File: config.mk
export PLATFORM = sky130hd
export DESIGN_NAME = drum_line_access_flat
export DESIGN_NICKNAME = d
export VERILOG_FILES = /design/src/rtl/drum_line_access_if.sv /design/src/rtl/drum_line_access.sv /design/src/flat_wrapper.sv
export SDC_FILE = /design/constraint.sdc
export NUM_CORES = 1
export LEC_CHECK = 0
export ABC_CLOCK_PERIOD_IN_PS = 3000
export CAP_MARGIN = 25
export CORE_ASPECT_RATIO = 1.5
export CORE_UTILIZATION = 53
export CTS_CLUSTER_SIZE = 20
export DETAILED_ROUTE_END_ITERATION = 8
export PLACE_DENSITY = 0.88
export SKIP_CTS_REPAIR_TIMING = 1
export SLEW_MARGIN = 10
export SYNTH_ARGS = -nofsm -noshare
export SYNTH_HDL_FRONTEND = slang
export SYNTH_SLANG_ARGS = --single-unit
File: constraint.sdc
create_clock -name clk -period 3 [get_ports clk]
set_clock_uncertainty 0.1 [all_clocks]
set_input_delay 0.6 -clock clk [delete_from_list [all_inputs] [get_ports clk]]
set_output_delay 0.6 -clock clk [all_outputs]
set_load 0.1 [all_outputs]
File: src/rtl/drum_line_access_if.sv
`default_nettype none
// +--------------------------------------------------------------------+
// | drum_line_access_if : word-transfer request/response bus           |
// | rev 1.0                                                            |
// +--------------------------------------------------------------------+
interface drum_line_access_if #(
  parameter int WORD_BITS = 29
);
  logic                 req;
  logic                 op;
  logic [6:0]           addr;
  logic [WORD_BITS-1:0] wdata;
  logic                 ack;
  logic                 err;
  logic                 busy;
  logic [WORD_BITS-1:0] rdata;

  modport master (output req, op, addr, wdata, input ack, err, busy, rdata);
  modport slave  (input req, op, addr, wdata, output ack, err, busy, rdata);
endinterface
`default_nettype wire

File: src/rtl/drum_line_access.sv
`default_nettype none
// +--------------------------------------------------------------------+
// | drum_line_access : serial word read/write on a recirculating drum  |
// | rev 1.0                                                            |
// +--------------------------------------------------------------------+
module drum_line_access #(
  parameter int WORD_BITS = 29,
  parameter int WORDS     = 108
) (
  input  logic               clk,
  input  logic               rst_n,
  input  logic               rd_bit,
  output logic               wr_bit,
  output logic [4:0]         bit_time,
  output logic [6:0]         word_time,
  drum_line_access_if.slave  bus
);

  localparam logic [4:0] LAST_BIT  = 5'(WORD_BITS - 1);
  localparam logic [6:0] LAST_WORD = 7'(WORDS - 1);
  localparam logic [7:0] NUM_WORDS = 8'(WORDS);

  typedef enum logic [1:0] {
    IDLE = 2'd0,
    WAIT = 2'd1,
    XFER = 2'd2,
    DONE = 2'd3
  } state_t;

  state_t                 state, state_nx;
  logic                   op_q;
  logic [6:0]             addr_q;
  logic [WORD_BITS-1:0]   wdata_q;
  logic                   err_q;
  logic [WORD_BITS-2:0]   shreg;
  logic [WORD_BITS-1:0]   rdata_q;
  logic                   addr_bad;
  logic [6:0]             prev_addr;
  logic                   last_bit;

  assign addr_bad  = {1'b0, bus.addr} >= NUM_WORDS;
  assign prev_addr = (addr_q == 7'd0) ? LAST_WORD : addr_q - 7'd1;
  assign last_bit  = (bit_time == LAST_BIT);

  // Free-running drum position; defines which bit rd_bit carries now.
  always_ff @(posedge clk or negedge rst_n) begin
    if (!rst_n) begin
      bit_time  <= 5'd0;
      word_time <= 7'd0;
    end else if (last_bit) begin
      bit_time  <= 5'd0;
      word_time <= (word_time == LAST_WORD) ? 7'd0 : word_time + 7'd1;
    end else begin
      bit_time  <= bit_time + 5'd1;
    end
  end

  always_ff @(posedge clk or negedge rst_n) begin
    if (!rst_n) begin
      state <= IDLE;
    end else begin
      state <= state_nx;
    end
  end

  always_ff @(posedge clk or negedge rst_n) begin
    if (!rst_n) begin
      op_q    <= 1'b0;
      addr_q  <= 7'd0;
      wdata_q <= '0;
      err_q   <= 1'b0;
      shreg   <= '0;
      rdata_q <= '0;
    end else begin
      if (state == IDLE && bus.req) begin
        err_q <= addr_bad;
        if (!addr_bad) begin
          op_q    <= bus.op;
          addr_q  <= bus.addr;
          wdata_q <= bus.wdata;
        end
      end
      if (state == XFER) begin
        shreg <= {rd_bit, shreg[WORD_BITS-2:1]};
        // Final bit bypasses the shifter so rdata is valid alongside ack.
        if (last_bit && !op_q) begin
          rdata_q <= {rd_bit, shreg};
        end
      end
    end
  end

  always_comb begin
    state_nx = state;
    case (state)
      IDLE: if (bus.req) state_nx = addr_bad ? DONE : WAIT;
      // Arm only at the end of the preceding word so a transfer is never partial.
      WAIT: if (last_bit && word_time == prev_addr) state_nx = XFER;
      XFER: if (last_bit) state_nx = DONE;
      DONE: state_nx = IDLE;
      default: state_nx = IDLE;
    endcase
  end

  always_comb begin
    wr_bit = rd_bit;
    if (state == XFER && op_q) begin
      wr_bit = wdata_q[bit_time];
    end
  end

  assign bus.ack   = (state == DONE);
  assign bus.err   = (state == DONE) && err_q;
  assign bus.busy  = (state != IDLE);
  assign bus.rdata = rdata_q;

endmodule
`default_nettype wire

File: src/flat_wrapper.sv
// flat-port wrapper written by rule: the top's interface ports become plain ports
module drum_line_access_flat 
#(
  parameter int WORD_BITS = 29,
  parameter int WORDS     = 108
)
  (clk, rst_n, rd_bit, wr_bit, bit_time, word_time, bus_req, bus_op, bus_addr, bus_wdata, bus_ack, bus_err, bus_busy, bus_rdata);
  drum_line_access_if #(.WORD_BITS(WORD_BITS)) bus_i ();
  input  logic clk;
  input  logic rst_n;
  input  logic rd_bit;
  output logic wr_bit;
  output logic [4:0] bit_time;
  output logic [6:0] word_time;
  input wire logic [$bits(bus_i.req)-1:0] bus_req;
  input wire logic [$bits(bus_i.op)-1:0] bus_op;
  input wire logic [$bits(bus_i.addr)-1:0] bus_addr;
  input wire logic [$bits(bus_i.wdata)-1:0] bus_wdata;
  output wire logic [$bits(bus_i.ack)-1:0] bus_ack;
  output wire logic [$bits(bus_i.err)-1:0] bus_err;
  output wire logic [$bits(bus_i.busy)-1:0] bus_busy;
  output wire logic [$bits(bus_i.rdata)-1:0] bus_rdata;
  assign bus_i.req = bus_req;
  assign bus_i.op = bus_op;
  assign bus_i.addr = bus_addr;
  assign bus_i.wdata = bus_wdata;
  assign bus_ack = bus_i.ack;
  assign bus_err = bus_i.err;
  assign bus_busy = bus_i.busy;
  assign bus_rdata = bus_i.rdata;
  drum_line_access #(.WORD_BITS(WORD_BITS), .WORDS(WORDS)) u_core (.clk(clk), .rst_n(rst_n), .rd_bit(rd_bit), .wr_bit(wr_bit), .bit_time(bit_time), .word_time(word_time), .bus(bus_i));
endmodule
After elaboration in Yosys (flattened, before gate mapping)

Cells that the tools add are included.

Add/sub/neg operators: 3
Order comparisons: 2
Equality and inequality tests: 9
Mux-type cells: 11
Bitwise operators: 1
Reductions and logical operators: 12

Operator list:

| operator              | number |
|---|---|
| $mux W7               | 2 |
| $mux W2               | 4 |
| $pmux W2 S4           | 1 |
| $add A7 B1 Y7 const B | 1 |
| $eq A7 B7 Y1          | 1 |
| $eq A7 B7 Y1 const B  | 1 |
| $ge A7 B7 Y1 const B  | 1 |
| $logic_not A7 Y1      | 1 |
| $sub A7 B1 Y7 const B | 1 |
| $lt A5 B6 Y1 const B  | 1 |
| $add A5 B1 Y5 const B | 1 |
| $bmux W1 S5           | 1 |
| $eq A5 B5 Y1 const B  | 1 |
| $logic_and A1 B1 Y1   | 5 |
| $mux W5               | 1 |
| $eq A2 B2 Y1 const B  | 2 |
| $ne A2 B1 Y1 const B  | 2 |
| $reduce_and A2 Y1     | 2 |
| $reduce_and A3 Y1     | 1 |
| $eq A2 B1 Y1 const B  | 1 |
| $logic_not A2 Y1      | 1 |
| $mux W1               | 2 |
| $ne A2 B2 Y1 const B  | 1 |
| $reduce_bool A2 Y1    | 1 |
| 2 further kinds       | 2 |

Bits in registers: 109
Input bits: 41
Output and inout bits: 45
Logic and storage cells: 47

Longest topological paths before layout

Word-level depth: 6
Depth in mapped cells: 10
Depth with buffers taken out: 9

Worst setup path before layout

No wires, ideal clock.

Path type: flip-flop to output port
Start: register u_core.bit_time[0]
End: output wr_bit
Data arrival time: 3.584 ns
Data required time: 2.300 ns
Path slack: -1.284 ns
Stages on the path, launching flop included: 8
Path buffers: 1
Cell sequence: dfrtp_1 -> buf_2 -> mux4_2 -> and2_1 -> a211oi_1 -> a211oi_1 -> a21oi_1 -> a31oi_1

Cells in the longest elaborated chain, start to end: 3

RTL lines:

| item                          | line                    | text |
|---|---|---|
| from (decl)                   | drum_line_access.sv:14  | `output logic [4:0] bit_time,` |
| from (signal assigned)        | drum_line_access.sv:54  | `bit_time <= bit_time + 5'd1;` |
| $bmux W1 S5                   | drum_line_access.sv:108 | `wr_bit = wdata_q[bit_time];` |
| $mux W1 (not written as such) | drum_line_access.sv:108 |  |
| $mux W1                       | drum_line_access.sv:107 | `if (state == XFER && op_q) begin` |
| to (decl)                     | flat_wrapper.sv:12      | `output logic wr_bit;` |

Every way passes these cells. The select of a mux whose other input is x is not followed.

Worst setup path after layout

Ends and elaborated chain as after synthesis.

==> results.txt <==
- The worst setup path is captured at an output port.
- Count of filler cells inserted in the layout: 634
- Worst hold slack after final layout: 0.191 ns
- Per-cell routed wire length: 17.1 µm
- Input and output buffers added on the ports amount to 85.
- Global routing consumed, on the met2 layer, about two fifths of the routing resources.
- Antenna diode count: 0
- Antenna violations before repair: 0
- Data on the critical path is required at its endpoint by 2.30 ns.
- The floorplan has 42 rows.
- Power share of the clock group: 23.1%
- Area share of fa/ha/maj cells after synthesis: 2.54%
- The first global-routing pass estimated 17000 µm of wire.
- Hold violation count in the final report: 0
- Crit path setup slack, layout: -0.0501 ns
* Remaining antenna violation count after routing: 0
- In this run the power density over the cells is 819 nW/µm².
- Compared with the post-synthesis result, the final layout area differs by 24.6%.
- CTS Root Buffer Type: sky130_fd_sc_hd__clkbuf_16
- Main combinational cell family by area after synthesis: multiplexers
* Met3 demand-to-capacity share in global routing: under 10%
* Half-perimeter wire length after placement: slightly above 7000 µm
- The clock tree synthesis step divided the H-tree into 3 levels.
* Area of the die: 9700 µm²
- Counting every net in the synthesized netlist gives around 470.
- IR analysis of the VDD net gives a maximum drop of 844 µV.
- Ratio of cells with drive above 1 in the final layout: a little under a third
- Setup repair after global routing could not meet its margin everywhere.
- Entering global routing, the biggest net connects 110 pins.
- The synthesized netlist occupies a cell area of roughly 4900 µm².
- Sequential cell area fraction in the yosys report: 55.3%
- Switching power share of the total: 36.3%
* Xor-xnor portion of the synthesized cell area: 2.23%
- Remaining global-route overflow: 0
- Yosys warns: 0
* Number of max-slew violations in the final report: 0
- Once the floorplan was initialized, standard cells occupied 55.2% of the core.
- Simple logic cell fraction of the synthesized area: 14.4%
- Post-placement setup slack: around 0.24 ns
- Cell internal pwr: roughly 3.2 mW
- Fraction of the mapped netlist area in compound gates: under 10%
- Global routing used about a quarter of the available met1 tracks.
- Main synth FF type: sky130_fd_sc_hd__dfrtp_1
* Number of clock buffers inserted by TritonCTS: 9
* Pleak: 3.02 nW
* Crit Reg-Reg Endpoint: u_core.bus.rdata[1]
- Startpoint kind of the worst setup timing path: flop
- Number of cell instances on the worst register-to-register path: 8
- Routed Wire Length: 10500 µm
- The pre-antenna-repair detailed-routing pass consisted of 4 iterations.
- At the end of the flow the core is filled with cells to slightly below 70%.
* Max Fclk: 0.328 GHz
- Setup-failing EPs final: 1
* Remaining DRCs: 0
* Number of global-route vias before repair: 3638
- Outcome: complete, but fails checks
- For flop-to-flop paths, the worst setup slack is slightly above 0.3 ns.
* GR peak layer: met2
- The critical path in this run is classified as reg -> out.
- In this run the worst hold path is classified as in -> async.
* Register cell area after layout: 2740 µm²
- In this run the vertical extent of the chip is 120 µm.
- Average cell area after synthesis: 11.7 µm²
- STA puts the critical path data arrival time at 2.35 ns.
- Dividing the detail-routed via count by the number of cells gives 5.61.
- # nets final: between 500 and 600
- After the first detailed-routing iteration, the DRC count stood at 223.
- Total area of multi-input combinational cells: ~2100 µm²
* Max transition margin: 51.0%
- For this block, the via count after detailed routing is around 3500.
- The clock passes through at most 2 buffers.
* Relative contribution of sequential cells to total power: 42.9%
- The library cell used most frequently in the layout, excluding fill and tap cells, is sky130_fd_sc_hd__nand2_1.
- After synthesis, the share of cell area in mux cells is roughly 18%.
- Of all nets on the critical path, the largest fanout is 6.
- From left edge to right edge, the die measures 80.7 µm.
- For the pin with the worst max-slew slack, the measured transition is 0.725 ns.
- The top cell types in the final layout, fill and taps aside, are sky130_fd_sc_hd__nand2_1, sky130_fd_sc_hd__dfrtp_1, sky130_fd_sc_hd__mux2_2.
- Number of flops mapped to enable cells by yosys: 0
- The analysis attributes to net switching a power of 1.83 mW.
* I/O pin count: 86
- Clock latency on the worst-skew pair, taken at its later pin, is ~0.34 ns.
* Number of distinct standard cells referenced by the synthesized netlist: 48
- Overall routing resource usage: 23.4%
* Maxcap violations: 0
- Clock-pin slew was measured on the worst setup and hold paths at 0.07 ns.
- Combinational cells account for 33.9% of the total power.
* Violations in the final reports: negative setup slack
* Number of instances in the synthesized netlist: 421
- Final period utilization: 102%
- Fraction of synthesis flops using an asynchronous set or reset pin: 100%
* R2r startpoint: u_core.bit_time[0]
- CTS saw 109 sinks.
- The core region is a little under 9000 µm².
- The congestion estimate from routability-driven global placement came to about 0.79.
- TritonCTS built the clock tree.
* Flip-flop and latch count after synthesis: ~110
* Min cycle time layout: 3.05 ns
==> area by class of cell <==
| class | instances | share of cell area, % |
|---|---|---|
| multi-input combinational | 279 | 34.1 |
| timing repair buffer | 96 | 13.9 |
| inverter | 8 | 0.489 |
| clock inverter | 6 | 1.04 |
| sequential | 109 | 44.6 |
| clock buffer | 10 | 3.73 |
| tap | 110 | 2.24 |
==> critical path: stages (launching register included) <==
cell,delay [ns]
sky130_fd_sc_hd__dfrtp_4,0.49
sky130_fd_sc_hd__mux4_2,0.51
sky130_fd_sc_hd__mux4_2,0.51
sky130_fd_sc_hd__a21oi_4,0.19
sky130_fd_sc_hd__a31oi_4,0.11
sky130_fd_sc_hd__buf_12,0.19
==> worst max path at each step <==
stage,slack [ns],cells past startpoint,start,to
after floorplan,0.01,7,u_core.bit_time[2],wr_bit
after global placement,0.26,5,u_core.bit_time[0],wr_bit
after detailed placement,0.24,7,u_core.bit_time[0],wr_bit
after CTS,-0.16,7,u_core.bit_time[0],wr_bit
after global routing,-0.11,8,u_core.bit_time[0],wr_bit
final,-0.05,5,u_core.bit_time[0],wr_bit
==> registers in the layout, summed over array words and instances (netlist names) <==
register	count
u_core.bit_time	5
u_core.bus.rdata	29
u_core.op_q	1
u_core.addr_q	7
u_core.shreg	28
u_core.err_q	1
u_core.wdata_q	29
u_core.state	2
u_core.word_time	7
==> metrics by stage <==
step	total power, mW	instances	setup TNS (ns)	area (µm²)
finish	5.03	618	-0.0501	6140
global route	5.30	618	-0.115	6140
CTS	5.04	613	-0.156	6080
detailed placement	3.86	597	0	5780
global placement	3.74	597	0	5780
floorplan	3.43	421	0	4960
==> kinds of logic (layout without fill, tap and decap cells) <==
| kind of cell | count (synthesis) | after routing |
|---|---|---|
| simple gates | 157 | 157 |
| xor+xnor | 11 | 11 |
| mux | 71 | 71 |
| fa+ha+maj | 10 | 10 |
| buf+inv | 33 | 120 |
| flops | 109 | 109 |
| compound gates | 30 | 30 |
==> synth_stat cells, types with 2 or more instances <==
cell / instances / area [µm²]
sky130_fd_sc_hd__nand2_1: 113 / 424
sky130_fd_sc_hd__dfrtp_1: 109 / 2730
sky130_fd_sc_hd__mux2_2: 58 / 653
sky130_fd_sc_hd__clkbuf_1: 14 / 52.6
sky130_fd_sc_hd__ha_1: 10 / 125
sky130_fd_sc_hd__inv_1: 8 / 30.0
sky130_fd_sc_hd__mux4_2: 8 / 180
sky130_fd_sc_hd__nor2_1: 8 / 30.0
sky130_fd_sc_hd__o21ai_0: 8 / 40.0
sky130_fd_sc_hd__buf_2: 7 / 35.0
sky130_fd_sc_hd__nor3_1: 7 / 35.0
sky130_fd_sc_hd__xor2_1: 6 / 52.6
sky130_fd_sc_hd__mux2i_1: 5 / 50.1
sky130_fd_sc_hd__a21oi_1: 4 / 20.0
sky130_fd_sc_hd__nand3_1: 4 / 20.0
sky130_fd_sc_hd__xnor2_1: 4 / 35.0
sky130_fd_sc_hd__and3_1: 3 / 18.8
sky130_fd_sc_hd__buf_6: 3 / 33.8
sky130_fd_sc_hd__nand4_1: 3 / 18.8
sky130_fd_sc_hd__a211oi_1: 2 / 15.0
sky130_fd_sc_hd__a21o_1: 2 / 15.0
sky130_fd_sc_hd__a31oi_1: 2 / 12.5
sky130_fd_sc_hd__and2_1: 2 / 12.5
sky130_fd_sc_hd__and4_1: 2 / 17.5
sky130_fd_sc_hd__nor2b_1: 2 / 12.5
sky130_fd_sc_hd__nor3b_1: 2 / 15.0
sky130_fd_sc_hd__o22a_1: 2 / 17.5
sky130_fd_sc_hd__o31ai_1: 2 / 15.0
sky130_fd_sc_hd__or3b_1: 2 / 17.5
==> metal layers <==
layer	part of all wire, %	wire length (µm)
met1	38	4020
met2	54	5730
met3	4.4	464
met4	3.1	328
met5	0	0
==> power groups by stage <==
| stage | Clock, mW | Sequential, mW | Combinational (mW) |
|---|---|---|---|
| finish | 1.16 | 2.16 | 1.71 |
| global route | 1.23 | 2.20 | 1.86 |
| CTS | 1.19 | 2.15 | 1.69 |
| detailed placement | 0 | 2.18 | 1.68 |
| global placement | 0 | 2.14 | 1.60 |
| floorplan | 0 | 2.19 | 1.24 |
Note: power is estimated with default switching activity, not from simulation.
